$ cat src/rtl/alu_dpath_arb.sv
// alu_dpath_arb: round-robin arbiter that shares one combinational ALU datapath
// between three requesters (0 = ALU, 1 = BJP, 2 = AGU) and registers the result
// into a single-entry response slot with one-cycle latency.
module alu_dpath_arb #(
   parameter int XLEN = 32,
   parameter int OPW  = 11
) (
   input  logic              clk,
   input  logic              rst_n,
   input  logic [2:0]        req_valid,
   output logic [2:0]        req_ready,
   input  logic [3*OPW-1:0]  req_op,
   input  logic [3*XLEN-1:0] req_op1,
   input  logic [3*XLEN-1:0] req_op2,
   output logic [OPW-1:0]    dp_op,
   output logic [XLEN-1:0]   dp_op1,
   output logic [XLEN-1:0]   dp_op2,
   input  logic [XLEN-1:0]   dp_res,
   output logic [2:0]        rsp_valid,
   input  logic [2:0]        rsp_ready,
   output logic [XLEN-1:0]   rsp_data
);

   logic            r_res_vld;
   logic [1:0]      r_res_id;
   logic [XLEN-1:0] r_res_data;
   logic [1:0]      r_rr_ptr;

   logic [1:0]      w_gidx;
   logic            w_any;
   logic [2:0]      w_grant;
   logic            w_sel_rdy;
   logic            w_slot_free;
   logic            w_accept;
   logic            w_drain;

   assign w_any = |req_valid;

   // Pick the first valid requester starting at the round-robin pointer, wrapping 2->0.
   always_comb begin
      w_gidx = 2'd0;
      case (r_rr_ptr)
         2'd1:    w_gidx = req_valid[1] ? 2'd1 : (req_valid[2] ? 2'd2 : 2'd0);
         2'd2:    w_gidx = req_valid[2] ? 2'd2 : (req_valid[0] ? 2'd0 : 2'd1);
         default: w_gidx = req_valid[0] ? 2'd0 : (req_valid[1] ? 2'd1 : 2'd2);
      endcase
   end

   assign w_grant = w_any ? (3'b001 << w_gidx) : 3'b000;

   // Ready bit of whichever requester the pending response is addressed to.
   always_comb begin
      w_sel_rdy = 1'b0;
      case (r_res_id)
         2'd1:    w_sel_rdy = rsp_ready[1];
         2'd2:    w_sel_rdy = rsp_ready[2];
         default: w_sel_rdy = rsp_ready[0];
      endcase
   end

   assign w_slot_free = ~r_res_vld | w_sel_rdy;
   // rst_n gates ready so nothing looks accepted while the block is held in reset.
   assign req_ready   = w_grant & {3{w_slot_free & rst_n}};
   assign w_accept    = |(req_valid & req_ready);
   assign w_drain     = r_res_vld & w_sel_rdy;

   // Route the granted requester's payload to the shared datapath; zero when idle.
   always_comb begin
      dp_op  = '0;
      dp_op1 = '0;
      dp_op2 = '0;
      if (w_accept) begin
         case (w_gidx)
            2'd1: begin
               dp_op  = req_op[OPW +: OPW];
               dp_op1 = req_op1[XLEN +: XLEN];
               dp_op2 = req_op2[XLEN +: XLEN];
            end
            2'd2: begin
               dp_op  = req_op[2*OPW +: OPW];
               dp_op1 = req_op1[2*XLEN +: XLEN];
               dp_op2 = req_op2[2*XLEN +: XLEN];
            end
            default: begin
               dp_op  = req_op[0 +: OPW];
               dp_op1 = req_op1[0 +: XLEN];
               dp_op2 = req_op2[0 +: XLEN];
            end
         endcase
      end
   end

   // Response slot and arbitration pointer; accept wins over drain so back-to-back transfers overlap.
   always_ff @(posedge clk or negedge rst_n) begin
      if (!rst_n) begin
         r_res_vld  <= 1'b0;
         r_res_id   <= 2'd0;
         r_res_data <= '0;
         r_rr_ptr   <= 2'd0;
      end else if (w_accept) begin
         r_res_vld  <= 1'b1;
         r_res_id   <= w_gidx;
         r_res_data <= dp_res;
         r_rr_ptr   <= (w_gidx == 2'd2) ? 2'd0 : (w_gidx + 2'd1);
      end else if (w_drain) begin
         r_res_vld  <= 1'b0;
      end
   end

   assign rsp_valid[0] = r_res_vld & (r_res_id == 2'd0);
   assign rsp_valid[1] = r_res_vld & (r_res_id == 2'd1);
   assign rsp_valid[2] = r_res_vld & (r_res_id == 2'd2);
   assign rsp_data     = r_res_vld ? r_res_data : '0;

endmodule

$ cat config.mk
export PLATFORM = sky130hd
export DESIGN_NAME = alu_dpath_arb
export DESIGN_NICKNAME = d
export VERILOG_FILES = /design/src/rtl/alu_dpath_arb.sv
export SDC_FILE = /design/constraint.sdc
export NUM_CORES = 1
export LEC_CHECK = 0
export CAP_MARGIN = 25
export CORE_AREA = 2 2 145 147
export DETAILED_ROUTE_END_ITERATION = 8
export DIE_AREA = 0 0 147 149
export PLACE_DENSITY = 0.52
export SYNTH_ARGS = -nofsm -noshare
export SYNTH_HDL_FRONTEND = slang
export SYNTH_SLANG_ARGS = --single-unit
export TNS_END_PERCENT = 50
$ cat constraint.sdc
create_clock -name clk -period 8.6 [get_ports clk]
set_clock_uncertainty 0.2 [all_clocks]
set_input_delay 1.72 -clock clk [delete_from_list [all_inputs] [get_ports clk]]
set_output_delay 1.72 -clock clk [all_outputs]
set_load 0.02 [all_outputs]
Word-level counts from Yosys, hierarchy flattened
Cells that the tools add are included.
{"block": "totals", "ff_bits": 37, "input_bits": 265, "output_inout_bits": 113}
{"block": "op_classes", "add_sub_neg": 1, "eq_ne": 6, "n_shift": 1, "muxes": 19, "n_bitwise": 9, "n_reduce_logical": 4}
{"op": "one-hot mux 32 bit (2 select lines)", "count": 2}
{"op": "2-to-1 mux 32 bit", "count": 3}
{"op": "one-hot mux 11 bit (2 select lines)", "count": 1}
{"op": "2-to-1 mux 2 bit", "count": 6}
{"op": "2-to-1 mux 11 bit", "count": 1}
{"op": "AND 3 bit", "count": 2}
{"op": "equality test 2 x 1 -> 1 bit (second input constant)", "count": 3}
{"op": "equality test 2 bit (second input constant)", "count": 3}
{"op": "OR reduction 3 bit", "count": 2}
{"op": "AND 1 bit", "count": 5}
{"op": "one-hot mux 2 bit (2 select lines)", "count": 1}
{"op": "2-to-1 mux 1 bit", "count": 3}
{"op": "2-to-1 mux 3 bit", "count": 1}
{"op": "left shift 1 x 2 -> 3 bit (first input constant)", "count": 1}
{"op": "adder 2 x 1 -> 2 bit (second input constant)", "count": 1}
{"op": "zero test 2 bit", "count": 1}
{"op": "one-hot mux 1 bit (2 select lines)", "count": 1}
{"op": "nonzero test 2 bit", "count": 1}
{"op": "inverter 1 bit", "count": 1}
{"op": "OR 1 bit", "count": 1}

Depth between registers and ports, before layout
{"block": "depth", "depth_word": 9, "depth_mapped": 14}

Worst setup path after synthesis
OpenSTA, ideal clock, no wires.
{"block": "synth_path", "path_type": "input port to output port", "startpoint": "in req_valid[1]", "endpoint": "out dp_op1[10]", "arrival_ns": 3.852, "t_required_ns": 6.680, "slack_ns": 2.828, "path_stages": 10, "cell_sequence": "nor2b_1 > o21ai_0 > o21ai_0 > inv_1 > ha_1 > clkbuf_1 > clkbuf_1 > clkbuf_1 > nor2_1 > a211oi_1"}
{"block": "synth_between", "elab_chain_len": 9}
{"element": "from (decl)", "line_no": "10", "text": "input logic [2:0] req_valid,"}
{"element": "2-to-1 mux 2 bit (2 in a row)", "line_no": "45", "text": "default: w_gidx = req_valid[0] ? 2'd0 : (req_valid[1] ? 2'd1 : 2'd2);"}
{"element": "one-hot mux 2 bit (2 select lines) *", "line_no": "42", "text": "case (r_rr_ptr)"}
{"element": "via w_gidx[1]", "line_no": "29", "text": "logic [1:0] w_gidx;"}
{"element": "left shift 1 x 2 -> 3 bit", "line_no": "49", "text": "assign w_grant = w_any ? (3'b001 << w_gidx) : 3'b000;"}
{"element": "2-to-1 mux 3 bit", "line_no": "49"}
{"element": "AND 3 bit", "line_no": "63", "text": "assign req_ready = w_grant & {3{w_slot_free & rst_n}};"}
{"element": "AND 3 bit", "line_no": "64", "text": "assign w_accept = |(req_valid & req_ready);"}
{"element": "OR reduction 3 bit", "line_no": "64"}
{"element": "2-to-1 mux 32 bit *", "line_no": "72", "text": "if (w_accept) begin"}
{"element": "to (decl)", "line_no": "16", "text": "output logic [XLEN-1:0] dp_op1,"}
The timed path passes the listed nets; every way through them passes the cells marked *.

Worst setup path after layout
{"block": "layout_path", "startpoint": "in req_valid[1]", "endpoint": "out dp_op1[16]"}
The elaborated chain is that of the path after synthesis.

==> out/qor.yml <==
global_routing:
  grt_pass1_wl_um: 26400
  antenna_found_initial: 0
  grt_max_degree: 94
  track_usage: 0.152
  grt_pass1_vias: 4554
  gr-total-overflow: 0
pwr:
  combPwrFrac: 0.827
  p_clk_frac: 0.062
  seqPwrFrac: 0.112
  switchingPower_mw: 1.44
  p_leak_nw: 2.81
  p_per_area_nw_per_um2: 375
  internal_power_mw: 1.43
  vdd_drop_max_mv: 0.378
  switching_share: 0.502
  power.total_mw: 2.87
synthesis:
  synth_nets: 698
  ys_ff_latch: 37
  ys_types: 24
  netlist_instances: 424
  postSynthAreaPerCell_um2: 8.30
  synthesis.area_um2: 3520
  yosys_warnings: 0
  synth_seq_area_share: 0.263
cts:
  cts-root-buf: "clkbuf_16"
  cts_tree: "built"
  clkTransAtPathRegs_ps: 50
  htreeDepth: 2
  cts_made_buffers: 5
  cts_hold_buf: 0
  cts.sinks: 37
  post_cts_buffers: 0
  cts-resized-gates: 0
  clock_path_buffers: 2
  clk_latency_ps: 270
die:
  start_util: 0.171
  dieArea_um2: 21900
  fp.dieW_um: 147
  die_y_um: 149
  rows: 53
  boundaryPins: 378
  coreArea_um2: 20600
routing:
  vias_per_cell: 4.40
  route.met3.wl_um: 1350
  drtIter0Drc: 118
  route.vias.total: 4574
  top_layer: "met4"
  ant_nets: 0
  wl_per_cell_um: 17.2
  wl_met1_um: 7470
  wl_um: 17900
  wl_met2_um: 8880
  drc: 0
  drt_first_pass_iters: 4
critical_path:
  path_buf_inv: 4
  worstPathMaxFanout: 93
  cp.required_ps: 6680
  crit_slowest_cell: "ha_4"
  end_kind: "output pin"
  crit_path_start_kind: "input port"
  path_cells: "clkdlybuf4s50_1 -> nor2b_1 -> o21ai_0 -> o21ai_0 -> inv_1 -> ha_4 -> buf_4 -> nor2_1 -> a211oi_1 -> clkdlybuf4s50_1"
  path_delay_family: "buffers and inverters"
  max_stage_delay_ps: 890
  crit_type: "in2out"
  cp.arrival_ps: 5280
sta:
  slew_headroom: 0.359
  worst_hold_slack_ps: 296
  period_minus_slack_ps: 7200
  setup_violations: 0
  fin_setup_tns_ps: 0
  fmax_ghz: 0.139
  slew_viol_final: 0
  rsz0062_at_grt: "false"
  tightestPinTransition_ps: 961
  fin_crit_sh: 0.838
  setup_slack_ps: 1400
  hold_viol: 0
finish:
  multi_input_comb_area_um2: 2370
  layout-drive-gt1-share: 0.0720
  antenna_cells: 0
  area_delta_synth_final_pct: 118
  fin_area_um2: 7660
  post-route-util: 0.373
  final_nets: 1038
  n_fill_cell: 2110
  layout.cells.non_filler: 1039
  regArea_um2: 926
placed_design:
  place_ws_ps: 1410
  port_buffers: 377
  dp_hpwl_um: 13700
  dp.cells: 1031
  gp_congestion: 0.783
  placed_area_um2: 7490
status:
  status: "complete, no violations"
run:
  maxCapViolations: 0
min_path:
  holdCritPathClass: "reg2reg"
## area by class of cell
type / instances / share of cell area
repair buffers: 384 / 0.503
multi-input cells: 329 / 0.309
flip-flops and latches: 37 / 0.121
well taps: 275 / 0.0449
clock buffers: 7 / 0.0186
inverters: 7 / 0.00343
## power groups by stage
stage / Clock, mW / Combinational (mW) / Sequential (mW)
3_5_place_dp: 0 / 2.38 / 0.325
2_1_floorplan: 0 / 1.49 / 0.295
4_1_cts: 0.186 / 2.39 / 0.322
6_report: 0.177 / 2.38 / 0.321
5_1_grt: 0.193 / 2.58 / 0.338
3_3_place_gp: 0 / 2.39 / 0.322
## layout by cell type (no fill, tap or decap), drive strengths merged
master,instances
clkdlybuf4s50,376
nor2,77
a22oi,76
a211oi,75
and2,38
dfrtp,37
mux2,36
ha,9
buf,8
inv,7
clkbuf,7
nand2,6
o21ai,3
nand2b,1
a221oi,1
a21oi,1
nor2b,1
a21boi,1
nor3b,1
a311oi,1
o31a,1
a22o,1
## state kept, by name, indices dropped and copies added (netlist names)
name        flops
r_res_data     32
r_rr_ptr        2
r_res_id        2
r_res_vld       1
## final timing paths
path | from | endpoint | slack, ps | cells after the start
worst max-delay path | req_valid[1] | dp_op1[16] | 1400 | 10
worst max register to register | r_rr_ptr[1]$_DFFE_PN0P_ | r_res_data[19]$_DFFE_PN0P_ | 5390 | 12
min in group asynchronous | rst_n | r_res_data[28]$_DFFE_PN0P_ | 1300 | 2
worst min register to register | r_res_data[11]$_DFFE_PN0P_ | r_res_data[11]$_DFFE_PN0P_ | 300 | 1
max in group asynchronous | rst_n | r_res_data[21]$_DFFE_PN0P_ | 6560 | 2
worst min-delay path | r_res_data[11]$_DFFE_PN0P_ | r_res_data[11]$_DFFE_PN0P_ | 300 | 1
## logic make-up (layout without fill, tap and decap cells)
logic type | count (synthesis) | in the layout | synth area share
AOI/OAI and AO/OA | 160 | 160 | 0.342
adders and majority gates | 9 | 9 | 0.0320
buffers and inverters | 58 | 398 | 0.0697
DFF | 37 | 37 | 0.263
muxes | 36 | 36 | 0.131
and+or+nand+nor | 124 | 124 | 0.162
## cells in the mapped netlist (all sizes together)
cell	number	area share
a211oi	75	0.16
dfrtp	37	0.26
a21oi	1	0.0014
nor2b	1	0.0018
a22oi	76	0.16
nand2	6	0.0064
a21boi	1	0.0021
inv	7	0.0075
and2	38	0.068
mux2	36	0.13
buf	13	0.022
a221oi	1	0.0025
nor3b	1	0.0021
o21ai	3	0.0043
nor2	77	0.082
ha	9	0.032
a22o	1	0.0025
o31a	1	0.0025
a311oi	1	0.0043
clkbuf	38	0.041
nand2b	1	0.0018
## routing by layer
layer | track usage | up-vias
met5 | 0 | -
met4 | 0.0255 | 0
met3 | 0.0404 | 14
met2 | 0.267 | 212
met1 | 0.190 | 2077
li1 | - | 2271
No activity file was read; power rests on OpenSTA's default activity.
